## config.mk

```make
export PLATFORM = sky130hd
export DESIGN_NAME = mult_error_sweep_ctrl
export DESIGN_NICKNAME = d
export VERILOG_FILES = /design/src/rtl/mult_error_sweep_ctrl.sv
export SDC_FILE = /design/constraint.sdc
export NUM_CORES = 1
export LEC_CHECK = 0
export BUFFER_PORTS_ARGS = -buffer_cell sky130_fd_sc_hd__buf_4
export CAP_MARGIN = 25
export CORE_MARGIN = 3
export CORE_UTILIZATION = 46
export DETAILED_ROUTE_END_ITERATION = 6
export PLACE_DENSITY = 0.65
export SETUP_SLACK_MARGIN = 0.3
export SYNTH_ARGS = -nofsm -noshare
export SYNTH_HDL_FRONTEND = slang
export SYNTH_SLANG_ARGS = --single-unit
export TNS_END_PERCENT = 100
```

## constraint.sdc

```tcl
create_clock -name clk -period 8.6 [get_ports clk]
set_input_delay 0.43 -clock clk [delete_from_list [all_inputs] [get_ports clk]]
set_output_delay 0.43 -clock clk [all_outputs]
set_load 0.05 [all_outputs]
```

## src/rtl/mult_error_sweep_ctrl.sv

```systemverilog
`default_nettype none
// ============================================================================
// Module   : mult_error_sweep_ctrl
// Purpose  : Exhaustive error sweep for one combinational approximate
//            multiplier. It presents every (x,y) pair in order, compares the
//            returned product with the exact product, and accumulates the
//            error count, the saturating sum of error distance and the
//            maximum error distance.
// Revision : 1.0 - initial release
// ============================================================================
module mult_error_sweep_ctrl #(
    parameter int WIDTH = 8,
    parameter int ACC_W = 48
) (
    input  logic                 clk,
    input  logic                 rst,
    input  logic                 start,
    input  logic                 abort,
    output logic [WIDTH-1:0]     mul_x,
    output logic [WIDTH-1:0]     mul_y,
    output logic                 mul_valid,
    input  logic [2*WIDTH:0]     mul_prod,
    output logic                 busy,
    output logic                 done,
    output logic [2*WIDTH:0]     err_count,
    output logic [ACC_W-1:0]     sum_ed,
    output logic [2*WIDTH:0]     max_ed
);

    localparam int c_ED_W  = 2 * WIDTH + 1;
    localparam int c_SUM_W = ((ACC_W > c_ED_W) ? ACC_W : c_ED_W) + 1;

    localparam logic [1:0] c_IDLE  = 2'd0;
    localparam logic [1:0] c_ISSUE = 2'd1;
    localparam logic [1:0] c_DRAIN = 2'd2;
    localparam logic [1:0] c_DONE  = 2'd3;

    logic [1:0]          r_state;
    logic [WIDTH-1:0]    r_mul_x;
    logic [WIDTH-1:0]    r_mul_y;
    logic                r_mul_valid;
    logic                r_busy;
    logic                r_done;
    logic [c_ED_W-1:0]   r_err_count;
    logic [ACC_W-1:0]    r_sum_ed;
    logic [c_ED_W-1:0]   r_max_ed;

    // Stage-1 capture of the multiplier result and the matching exact product
    logic                r_s1_valid;
    logic [c_ED_W-1:0]   r_s1_prod;
    logic [c_ED_W-1:0]   r_s1_exact;

    logic [2*WIDTH-1:0]  w_exact;
    logic [2*WIDTH-1:0]  w_pair_next;
    logic                w_last_pair;
    logic                w_abort_run;
    logic [c_ED_W-1:0]   w_ed;
    logic [c_SUM_W-1:0]  w_sum_full;
    logic [ACC_W-1:0]    w_sum_sat;

    // Exact reference product, error distance and saturating sum
    always_comb begin
        w_exact     = {{WIDTH{1'b0}}, r_mul_x} * {{WIDTH{1'b0}}, r_mul_y};
        w_pair_next = {r_mul_x, r_mul_y} + (2*WIDTH)'(1);
        w_last_pair = (&r_mul_x) & (&r_mul_y);
        w_abort_run = abort & ((r_state == c_ISSUE) | (r_state == c_DRAIN));
        w_ed        = (r_s1_prod >= r_s1_exact) ? (r_s1_prod - r_s1_exact)
                                                : (r_s1_exact - r_s1_prod);
        w_sum_full  = c_SUM_W'(r_sum_ed) + c_SUM_W'(w_ed);
        w_sum_sat   = (w_sum_full[c_SUM_W-1:ACC_W] != '0) ? {ACC_W{1'b1}}
                                                          : w_sum_full[ACC_W-1:0];
    end

    // Sequencer FSM, two-stage compare pipeline and metric accumulators
    always_ff @(posedge clk) begin
        if (rst) begin
            r_state     <= c_IDLE;
            r_mul_x     <= '0;
            r_mul_y     <= '0;
            r_mul_valid <= 1'b0;
            r_busy      <= 1'b0;
            r_done      <= 1'b0;
            r_err_count <= '0;
            r_sum_ed    <= '0;
            r_max_ed    <= '0;
            r_s1_valid  <= 1'b0;
            r_s1_prod   <= '0;
            r_s1_exact  <= '0;
        end else begin
            // Stage 1: sample the pair presented during the cycle just ending
            r_s1_valid <= r_mul_valid;
            r_s1_prod  <= mul_prod;
            r_s1_exact <= {1'b0, w_exact};

            // Stage 2: fold one result into the metrics unless aborting now
            if (r_s1_valid && !w_abort_run) begin
                if (w_ed != '0) begin
                    r_err_count <= r_err_count + c_ED_W'(1);
                end
                r_sum_ed <= w_sum_sat;
                if (w_ed > r_max_ed) begin
                    r_max_ed <= w_ed;
                end
            end

            case (r_state)
                c_IDLE, c_DONE: begin
                    // abort alongside start suppresses the sweep entirely
                    if (start && !abort) begin
                        r_err_count <= '0;
                        r_sum_ed    <= '0;
                        r_max_ed    <= '0;
                        r_done      <= 1'b0;
                        r_mul_x     <= '0;
                        r_mul_y     <= '0;
                        r_mul_valid <= 1'b1;
                        r_busy      <= 1'b1;
                        r_state     <= c_ISSUE;
                    end
                end
                c_ISSUE: begin
                    if (abort) begin
                        r_mul_valid <= 1'b0;
                        r_busy      <= 1'b0;
                        r_done      <= 1'b0;
                        r_s1_valid  <= 1'b0;
                        r_state     <= c_IDLE;
                    end else begin
                        {r_mul_x, r_mul_y} <= w_pair_next;
                        if (w_last_pair) begin
                            r_mul_valid <= 1'b0;
                            r_state     <= c_DRAIN;
                        end
                    end
                end
                c_DRAIN: begin
                    // The final pair is accumulated on this same edge
                    if (abort) begin
                        r_busy     <= 1'b0;
                        r_done     <= 1'b0;
                        r_s1_valid <= 1'b0;
                        r_state    <= c_IDLE;
                    end else begin
                        r_busy  <= 1'b0;
                        r_done  <= 1'b1;
                        r_state <= c_DONE;
                    end
                end
                default: begin
                    r_state <= c_IDLE;
                end
            endcase
        end
    end

    assign mul_x     = r_mul_x;
    assign mul_y     = r_mul_y;
    assign mul_valid = r_mul_valid;
    assign busy      = r_busy;
    assign done      = r_done;
    assign err_count = r_err_count;
    assign sum_ed    = r_sum_ed;
    assign max_ed    = r_max_ed;

endmodule
`default_nettype wire

```

## Yosys cells after proc, flatten, opt, wreduce, memory -nomap -nowiden

Cells that the tools add are included.

- Flip-flop bits (word level): 138
- Input port bits: 21
- Output and inout bits: 101
- Word-level logic and storage cells: 80

- Add/subtract/negate cells: 5
- $mul: 1
- Order comparisons: 2
- Equality and inequality tests: 7
- Multiplexer cells: 34
- Bitwise logic cells: 3
- Reductions and logical operators: 15

Operator list:

| operator | count |
|---|---|
| 48-bit two-way mux | 4 |
| 17-bit two-way mux | 9 |
| 48-bit by 17-bit adder with 49-bit output | 1 |
| 17-bit subtractor | 2 |
| 8-bit case mux with 2 select lines | 2 |
| 8-bit two-way mux | 3 |
| 17-bit by 1-bit adder with 17-bit output, second input constant | 1 |
| 17-bit >= comparator | 1 |
| 17-bit greater-than comparator | 1 |
| 17-bit nonzero test | 1 |
| 16-bit by 1-bit adder with 16-bit output, second input constant | 1 |
| 8-bit by 8-bit multiplier with 16-bit output | 1 |
| 8-bit AND reduction | 2 |
| 1-bit two-way mux | 8 |
| 2-bit two-way mux | 4 |
| 2-bit != test, second input constant | 3 |
| 1-bit case mux with 3 select lines | 2 |
| 2-bit case mux with 3 select lines | 1 |
| 3-bit AND reduction | 2 |
| 2-bit equality test, second input constant | 2 |
| 2-bit AND reduction | 2 |
| 2-bit OR reduction | 2 |
| 3-bit != test, second input constant | 1 |
| 1-bit AND | 2 |
| 7 further kinds | 9 |

## Logic depth before layout (Yosys ltp)

Gate-level depths: netlist of run 1.

- Depth in word-level cells: 8
- Depth in mapped cells: 24

## Worst setup path after synthesis of run 1

No wires, ideal clock.

- Path type: reg2reg
- Start point: register r_s1_prod[1]
- End point: register r_sum_ed[10] (netlist: sum_ed[10])
- Setup time: 132 ps
- Arrival time: 4702 ps
- Data required time: 8468 ps
- Path slack: 3766 ps
- Cell stages (with the launch flop): 23
- Period minus slack after synthesis: 4834 ps
- Cell sequence: dfxtp_1 > inv_1 > ha_1 > nor2b_1 > o31a_1 > o2111ai_2 > nand3_4 > buf_6 > mux2i_1 > xnor2_1 > ha_1 > nor2b_1 > o21ai_0 > a21boi_0 > o21ai_1 > a21oi_1 > o2bb2ai_1 > o41ai_1 > clkbuf_1 > nor3b_1 > nor2_1 > clkbuf_1 > a21oi_1

- Word-level cells in the longest chain between the ends: 7
- Elaborated cells between the ends (all ways): 9
- Those cells by class: add/sub: 3; order compare: 1; mux: 5

Ends and longest elaborated chain:

| item | line | RTL |
|---|---|---|
| start, declared | 50 | `logic [c_ED_W-1:0] r_s1_prod;` |
| start signal, assigned | 92 | `r_s1_prod <= mul_prod;` |
| 17-bit subtractor, or another cell as far along | 68 | `: (r_s1_exact - r_s1_prod);` |
| 17-bit two-way mux * | 67 | `w_ed = (r_s1_prod >= r_s1_exact) ? (r_s1_prod - r_s1_exact)` |
| 48-bit by 17-bit adder with 49-bit output * | 69 | `w_sum_full = c_SUM_W'(r_sum_ed) + c_SUM_W'(w_ed);` |
| 48-bit two-way mux * | 70 | `w_sum_sat = (w_sum_full[c_SUM_W-1:ACC_W] != '0) ? {ACC_W{1'b1}}` |
| 48-bit two-way mux * | 96 | `if (r_s1_valid && !w_abort_run) begin` |
| 48-bit two-way mux | 109 | `if (start && !abort) begin` |
| 48-bit two-way mux * | 106 | `case (r_state)` |
| end signal, assigned | 100 | `r_sum_ed <= w_sum_sat;` |
| end, declared | 45 | `logic [ACC_W-1:0] r_sum_ed;` |

Every way passes the cells marked *; elsewhere a longest branch is shown, timed or not.
A chain may end at the register's enable or synchronous reset.

## Final worst setup path of run 1

- Start point: register r_s1_prod[13]
- End point: register r_sum_ed[19] (netlist: sum_ed[19])

The elaborated chain is that of the path after synthesis.

==> reports/results.ini, run 1 <==
[status]
status=completed

[timing]
rsz0062_at_grt=false
hold_viol=0
final_max_slew_viol_count=0
period_minus_slack_ps=5890
fmax_mhz=170
skew_ps=8.73
finalSetupViolCount=0
period_share_pct=68.5
fin_tns_setup_ps=0
worstMarginPinSlew_ps=1030
slew_headroom_pct=30.7

[die]
die_w_um=158
ios=122
die-area_um2=25000
fp-row-count=55
initial_core_util_pct=46.9
die_h_um=158
core_area_um2=22700

[setup_path]
worstSetupStartpointType=register
reg2regPathDepth=19
r2r_setup_slack_ps=2710
r2r_end=sum_ed[19]
worst-endpoint-arrival_ps=6180
worstPathMaxFanout=22
required_ps=8890
critPathCaptureType=register
reg2reg_from=r_s1_prod[13]
worstSetupPathType=register to register

[final_layout]
final_cell_mix=dfxtp_1 (137), inv_1 (129), buf_4 (127)
final_layout_size_suffix_gt1_share_pct=13.5
fill_cells=2126
final_common_cell=dfxtp_1
syn_to_final_growth_pct=15.1
final_cell_area_um2=12300
antenna_cells=0
nNetsFinal=1550

[clock_tree]
cts_max_path_buffers=2
cts.sink_count=137
cts_tree=built
cts-root-buf=clkbuf_16
clk_pin_slew_worst_paths_ps=70
cts_hold_buf=0
h-tree-depth=4
cts_resized=0
clock_latency_ps=430
cts_buffers=17
cts_setup_buffers=0

[detailed_routing]
num_vias=9429
ant_nets=0
drc=0
drt_wl_total_um=27300
drt-initial-drc-count=616
wl_per_cell_um=16.2
firstDrtPassIters=5
vias_per_cell=5.61

[grt]
grt.overflow.total=0
grt_usage_pct=22.0
grt_max_degree=61
grt_first_pass_wirelength_um=45000
antenna_found_initial=0
first_global_vias=8984

[synth]
async_flop_share_pct=0
syn_area_per_cell_um2=8.15
synthCells=1306
synth_nets=1472
synth_area_um2=10600
synth_edf_count=0
synth.distinct_cells=76
synth_seq_area_share_pct=25.8
ys_seq_elements=137
yosysWarnings=0
ys.flop_type=dfxtp_1

[pwr]
p_leak_nw=5.41
internal_power_mw=1.25
switching_share_pct=35.5
p_sw_uw=689
power.density_nw_per_um2=158
clkPwrFrac_pct=38.5
ir_drop_mv=0.102
pwr-share-comb_pct=26.3
pwr-share-seq_pct=35.2

[hold_path]
hold_class=input pin to register
holdPathStages=2
min_to=r_s1_prod[12]
hold_path_startpoint=mul_prod[12]

[placement]
place_area_um2=11700
port_buffers=121
gp_congestion=0.913
hpwlAfterDp_um=20200

[job]
max-cap-violations=0

critical path, cell delays in order (launching register included):
cell and delay [ps]:
dfxtp_1 350, inv_1 50, ha_1 480, and4_1 310, nor4b_4 270, o2111ai_2 260
nand3_4 330, mux2i_1 260, xnor2_1 230, ha_1 330, nor2b_1 140, o21ai_0 180
a21boi_0 120, o21ai_1 170, a21oi_1 150, o2bb2ai_1 180, o41ai_2 820, or3_1 740
and4_1 300, nor3_1 50
worst max path at each step:
| stage | cells after the start | start | endpoint |
|---|---|---|---|
| after global placement | 19 | r_s1_prod[5] | sum_ed[1] |
| after detailed placement | 19 | r_s1_prod[13] | sum_ed[19] |
| after CTS | 19 | r_s1_prod[13] | sum_ed[19] |
| after floorplan | 22 | r_s1_prod[1] | sum_ed[10] |
| after global routing | 19 | r_s1_prod[12] | sum_ed[19] |
| final | 19 | r_s1_prod[13] | sum_ed[19] |
kinds of logic (layout without fill, tap and decap cells):
| kind of cell | count (synthesis) | in the layout | share of synthesized area [%] |
|---|---|---|---|
| adders and majority gates | 145 | 145 | 19.8 |
| AOI/OAI and AO/OA | 290 | 290 | 17.1 |
| muxes | 12 | 12 | 1.14 |
| xor gates and xnor gates | 64 | 64 | 5.27 |
| buffers and inverters | 198 | 289 | 7.58 |
| DFF | 137 | 137 | 25.8 |
| and+or+nand+nor | 460 | 460 | 23.3 |
area by class of cell:
class | instances | area [um^2] | share of cell area (%)
clock buffers | 17 | 425 | 3.47
clock inverters | 15 | 154 | 1.26
inverters | 129 | 484 | 3.95
multi-input cells | 971 | 7120 | 58.1
flip-flops and latches | 137 | 2740 | 22.4
well taps | 285 | 357 | 2.91
repair buffers | 128 | 965 | 7.87
power groups by stage:
stage / Clock, mW / Combinational [mW] / Sequential, mW
after detailed placement: 0 / 0.500 / 0.697
after floorplan: 0 / 0.314 / 0.751
after CTS: 0.759 / 0.504 / 0.683
after global routing: 0.789 / 0.561 / 0.686
after global placement: 0 / 0.495 / 0.696
final: 0.746 / 0.509 / 0.683
flip-flops by register name, summed over array words and instances (netlist names):
name,flops
err_count,17
r_s1_valid,1
mul_x,8
r_s1_prod,17
max_ed,17
done,1
sum_ed,48
mul_valid,1
r_state,2
mul_y,8
r_s1_exact,16
busy,1
synth_stat cells, types with 11 or more instances:
cell	n	area share, %
nor2_1	60	2.1
nor2b_1	32	1.9
or4_1	12	0.85
xnor2_1	39	3.2
xor2_1	25	2.1
fa_1	39	7.3
and4_1	11	0.90
o211ai_1	12	0.85
nand4_1	22	1.3
o21ai_0	66	3.1
nor3_1	65	3.1
or3_1	18	1.1
dfxtp_1	137	26
and2_1	49	2.9
ha_1	106	12
and3_1	19	1.1
nand2_1	97	3.4
a21o_1	19	1.3
a21oi_1	115	5.4
inv_1	129	4.5
mux2i_1	11	1.0
nand2b_1	11	0.65
clkbuf_1	51	1.8
nand3_1	32	1.5
per-layer routing:
metal / part of all wire [%] / vias up / track usage, %
li1: - / 4692 / -
met5: 0 / - / 0
met2: 47 / 216 / 35.2
met1: 46 / 4476 / 30.2
met3: 4.3 / 45 / 3.01
met4: 2.5 / 0 / 8.11
metrics by stage:
stage	std cells	hold WS (ps)	power, mW	setup slack (ps)	utilization, %
floorplan	1306	466	1.07	3770	-
global placement	1649	468	1.19	2680	51.3
detailed placement	1650	474	1.20	2710	51.4
CTS	1682	194	1.95	2670	53.9
global route	1682	207	2.04	2250	53.9
finish	1682	206	1.94	2710	53.9
Power figures use the tool's default switching activity.
==> run 2, diff against run 1 <==
--- a/config.mk
+++ b/config.mk
@@ -10,7 +10,7 @@
 export CORE_MARGIN = 3
 export CORE_UTILIZATION = 46
 export DETAILED_ROUTE_END_ITERATION = 6
-export PLACE_DENSITY = 0.65
+export PLACE_DENSITY = 0.68
 export SETUP_SLACK_MARGIN = 0.3
 export SYNTH_ARGS = -nofsm -noshare
 export SYNTH_HDL_FRONTEND = slang
==> constraint.sdc (replaced) <==
create_clock -name clk -period 4.8 [get_ports clk]
set_input_delay 0.24 -clock clk [delete_from_list [all_inputs] [get_ports clk]]
set_output_delay 0.24 -clock clk [all_outputs]
set_load 0.05 [all_outputs]
==> run 2 against run 1 <==
First-iteration DRC count fell by 0.32%. Cell area rose by 15%. Sequential power rose by 79%. Register-to-register slack got worse by 2400 ps. Critical path depth rose by 2. Hold slack got worse by 190 ps. Critical path type unchanged. Largest cell class unchanged.
==> reports/results.ini, run 2 (synthesis gave the netlist of run 1 again) <==
[status]
status=completed

[clock_tree]
cts-root-buf=clkbuf_16
cts_hold_buf=0
cts_tree=built
cts_buffers=17
clock_latency_ps=440
cts_max_path_buffers=2
cts.sink_count=137
h-tree-depth=4
clk_pin_slew_worst_paths_ps=80

[hold_path]
hold_path_startpoint=mul_prod[15]
hold_class=input pin to register

[timing]
worstMarginPinSlew_ps=934
period_share_pct=93.0
finalSetupViolCount=0
fin_ws_ps=338
period_minus_slack_ps=4460
fmax_mhz=224
hold_viol=0
slew_headroom_pct=37.6
skew_ps=24.1
rsz0062_at_grt=true
final_max_slew_viol_count=0

[detailed_routing]
vias_per_cell=5.56
drt-initial-drc-count=614
ant_nets=0
drt_wl_total_um=29800
drc=0
num_vias=10026
wl_per_cell_um=16.5
firstDrtPassIters=5

[die]
fp-row-count=55
ios=122
die_w_um=158
die_h_um=158
core_area_um2=22700
initial_core_util_pct=46.9
die-area_um2=25000

[grt]
antenna_found_initial=0
use_met1_pct=29.1
top_usage_layer=met2
grt_util_met2_pct=38.9
grt.overflow.total=0
grt_max_degree=61
grt_first_pass_wirelength_um=45800
grt_usage_pct=22.4
gr-usage-met3_pct=3.75
first_global_vias=9292

[setup_path]
worstSetupStartpointType=register
worst-endpoint-arrival_ps=4770
worstSetupPathType=register to register
required_ps=5110
critPathLaunch=r_s1_prod[12]
max_stage_delay_ps=340
cp_slowest_cell=or3_1
reg2reg_from=r_s1_prod[12]
critical_path.top_delay_family=simple AND/OR/NAND/NOR gates
worstPathMaxFanout=7
crit_buf_inv=5
crit_chain=inv_2 > ha_4 > and4_4 > nor4b_4 > o2111ai_4 > nand3_4 > buf_6 > mux2i_4 > xor2_2 > buf_4 > ha_4 > or3_1 > o21ai_0 > a21oi_2 > o2bb2ai_2 > o41ai_2 > buf_4 > nor4_1 > buf_4 > a31oi_2 > nor3_2
cp_common_cell=buf_4
critPathCaptureType=register

[final_layout]
final_layout_size_suffix_gt1_share_pct=29.0
fill_cells=1918
final_common_cell=buf_4
final_cell_mix=buf_4 (228), inv_1 (124), dfxtp_1 (115)
antenna_cells=0
nNetsFinal=1672
syn_to_final_growth_pct=32.4
largest_reg_flops=48

[placement]
port_buffers=121
preCtsSetupSlack_ps=-71.8
hpwlAfterDp_um=20900
gp_congestion=0.883

[pwr]
ir_drop_mv=0.189
power.density_nw_per_um2=266
total_power_mw=3.75
p_leak_nw=6.14

[job]
max-cap-violations=0

[run 2: cell types whose count changed in the layout (fill, tap and decap cells not counted), moves of 11 or more]
cell     delta
ha_4       +20
ha_1       -23
nor3_2     +11
buf_4     +101
dfxtp_4    +11
o21ai_0    -11
nor3_1     -13
a21oi_1    -18
dfxtp_1    -22
a21oi_2    +16
buf_6      +15
dfxtp_2    +11
[run 2: cell type report]
cell class / count / area, um^2 / share of cell area, %
Tap cell: 285 / 357 / 2.53
Multi-Input combinational cell: 973 / 7920 / 56.2
Sequential cell: 137 / 2800 / 19.8
Clock buffer: 17 / 425 / 3.02
Inverter: 129 / 487 / 3.45
Timing Repair Buffer: 248 / 1950 / 13.8
Clock inverter: 15 / 158 / 1.12
[run 2: what timing repair did]
item	4_1_cts	5_1_grt
setup endpoints to repair	64	67
gates cloned	0	5
setup buffers	23	43
resized for setup	38	148
pin swaps	18	81
[run 2: layer usage]
metal	share of wire (%)	vias to the layer above
li1	-	4939
met1	44	4796
met3	4.7	33
met5	0	-
met4	1.5	0
met2	50	258
[run 2: report_power, final]
group | internal, mW | switching (mW) | leakage [nW] | total, mW
Combinational | 0.515 | 0.706 | 4.74 | 1.22
Clock | 0.733 | 0.583 | 0.278 | 1.32
Sequential | 1.18 | 0.0420 | 1.12 | 1.22
[run 2: through the flow]
step	util (%)	hold WS (ps)	area, um^2	std cells	TNS (ps)
2_1_floorplan	-	368	10700	1306	0
3_3_place_gp	53.3	456	12100	1701	0
3_5_place_dp	53.3	457	12100	1701	-133
4_1_cts	57.3	4.08	13000	1756	0
5_1_grt	62.1	16.7	14100	1804	0
6_report	62.1	20.9	14100	1804	0
[run 2: path summary, 6_finish.rpt]
kind / cells after the start / slack [ps] / endpoint
max reg2reg: 21 / 340 / sum_ed[44]
min: 2 / 20 / r_s1_prod[15]
max: 21 / 340 / sum_ed[44]
min reg2reg: 2 / 490 / done
==> run 3, diff against run 2 <==
--- a/config.mk
+++ b/config.mk
@@ -7,10 +7,12 @@
 export LEC_CHECK = 0
 export BUFFER_PORTS_ARGS = -buffer_cell sky130_fd_sc_hd__buf_4
 export CAP_MARGIN = 25
+export CELL_PAD_IN_SITES_DETAIL_PLACEMENT = 1
+export CELL_PAD_IN_SITES_GLOBAL_PLACEMENT = 1
 export CORE_MARGIN = 3
-export CORE_UTILIZATION = 46
+export CORE_UTILIZATION = 41
 export DETAILED_ROUTE_END_ITERATION = 6
-export PLACE_DENSITY = 0.68
+export PLACE_DENSITY_LB_ADDON = 0.1
 export SETUP_SLACK_MARGIN = 0.3
 export SYNTH_ARGS = -nofsm -noshare
 export SYNTH_HDL_FRONTEND = slang
==> run 3 against run 2 <==
Sequential cell count did not move. Worst setup slack got worse by 110 ps. Die area rose by 12%. Sequential power barely moved. Global-route usage rose by 1.0 points. Critical path depth fell by 3. Utilization fell by 6.3 points. Sequential share of layout area fell by 0.069 points. Cell area rose by 0.17%. Critical endpoint is now sum_ed[36]. Largest cell class unchanged. Largest power group unchanged.
==> reports/results.ini, run 3 (synthesis gave the netlist of run 1 again) <==
[grt]
grt_max_degree=45
first_global_vias=10390
grt_usage_pct=23.4
antenna_found_initial=0
grt_first_pass_wirelength_um=54400
grt.overflow.total=0

[setup_path]
r2r_end=sum_ed[36]
worstSetupPathType=register to register
critPathLaunch=r_s1_prod[5]
cp_common_cell=nand4_1
required_ps=5150
r2r_setup_slack_ps=220
reg2reg_from=r_s1_prod[5]
max_stage_delay_ps=580
cp_slowest_cell=or4_4
worst-endpoint-arrival_ps=4930
reg2regPathDepth=18
critical_path.top_delay_family=simple AND/OR/NAND/NOR gates
crit_end=sum_ed[36]
critPathCaptureType=register
worstPathMaxFanout=8
crit_buf_inv=3
worst-path-stages=18
crit_chain=inv_1 > ha_4 > nand4_1 > nor4_4 > a311oi_4 > nand3_4 > buf_6 > mux2i_4 > xnor2_2 > ha_1 > buf_4 > nand4_1 > nor2_2 > o2bb2ai_4 > o41ai_4 > or4_4 > or3_1 > a31oi_1
worstSetupStartpointType=register

[final_layout]
final_layout_size_suffix_gt1_share_pct=29.3
final_common_cell=buf_4
multi_input_area_um2=7870
nNetsFinal=1677
final_cell_area_um2=14100
fill_cells=2975
largest_reg_flops=48
seq_area_um2=2790
antenna_cells=0
final_cell_mix=buf_4 (242), inv_1 (119), dfxtp_1 (111)
final_cells=1854
syn_to_final_growth_pct=32.7

[clock_tree]
clock_latency_ps=440
clk_pin_slew_worst_paths_ps=70
cts_max_path_buffers=2
cts.sink_count=137
cts_tree=built
cts_buffers=17
h-tree-depth=4
cts-root-buf=clkbuf_16

[placement]
place_area_um2=12200
dp.cells=1759
gp_congestion=0.919
hpwlAfterDp_um=24500
port_buffers=121

[timing]
rsz0062_at_grt=true
finalSetupViolCount=0
worstMarginPinSlew_ps=886
skew_ps=14.6
hold_viol=0
period_share_pct=95.4
fmax_mhz=218
slew_headroom_pct=40.8
period_minus_slack_ps=4580
fin_hold_ws_ps=14.0
final_max_slew_viol_count=0

[detailed_routing]
drt_wl_total_um=35600
num_vias=10353
wl_per_cell_um=19.2
drt-initial-drc-count=648
drc=0
vias_per_cell=5.58
firstDrtPassIters=5
ant_nets=0

[die]
ios=122
die_h_um=167
fp-row-count=58
die-area_um2=27900
core_area_um2=25300
die_w_um=167
initial_core_util_pct=42.0

[pwr]
ir_drop_mv=0.224
total_power_mw=3.80
power.density_nw_per_um2=269
p_leak_nw=6.14

[status]
status=completed

[job]
max-cap-violations=0

[hold_path]
hold_path_startpoint=mul_prod[16]
hold_class=input pin to register

run 3: cell count changes in the layout (fill, tap and decap cells not counted), sizes merged:
cell / before / now
dlygate4sd3: 0 / 2
clkdlybuf4s15: 0 / 1
o41a: 3 / 1
clkinvlp: 3 / 1
clkinv: 3 / 4
inv: 137 / 138
buf: 247 / 252
clkbuf: 18 / 17
run 3: area by class of cell:
type | count | area share, %
clock buffers | 17 | 3.01
repair buffers | 255 | 13.9
flip-flops and latches | 137 | 19.8
multi-input cells | 971 | 55.7
well taps | 330 | 2.92
inverters | 129 | 3.45
clock inverters | 15 | 1.24
run 3: how the worst min path moves through the flow:
| stage | endpoint | cells after the start |
|---|---|---|
| final | r_s1_prod[16] | 2 |
| after CTS | r_s1_prod[16] | 2 |
| after floorplan | r_s1_prod[0] | 1 |
| after detailed placement | r_s1_prod[9] | 2 |
| after global placement | r_s1_prod[16] | 2 |
| after global routing | r_s1_prod[12] | 2 |
run 3: through the flow:
step	util [%]	setup slack [ps]	setup TNS [ps]
after floorplan	-	308	0
after global placement	48.4	-92.6	-283
after detailed placement	48.4	-154	-2530
after CTS	52.9	286	0
after global routing	55.8	11.7	0
final	55.8	223	0
run 3: per-layer routing:
metal	GRT usage [%]	up-vias	share of wire (%)
met4	4.77	0	1.6
met3	3.12	49	3.6
li1	-	4943	-
met5	0	-	0
met2	41.1	235	51
met1	31.0	5126	44
run 3: worst reg2reg max path: stages (launching register included):
cell and delay (ps):
dfxtp_2 330, inv_1 70, ha_4 270, nand4_1 220, nor4_4 90, a311oi_4 380, nand3_4 270, buf_6 210
mux2i_4 190, xnor2_2 200, ha_1 330, buf_4 150, nand4_1 210, nor2_2 200, o2bb2ai_4 160, o41ai_4 120
or4_4 580, or3_1 370, a31oi_1 140
run 3: timing repair:
item,4_1_cts,5_1_grt
resized for setup,57,121
gates cloned,1,1
pin swaps,24,70
hold buffers,2,0
endpoints found under the setup margin,68,70
hold endpoints to repair,2,0
setup buffers,29,30
run 3: power by group:
group,switching [mW],internal (mW),total (mW)
clock,0.622,0.746,1.37
sequential,0.0443,1.18,1.22
combinational,0.714,0.496,1.21
total,1.38,2.42,3.80
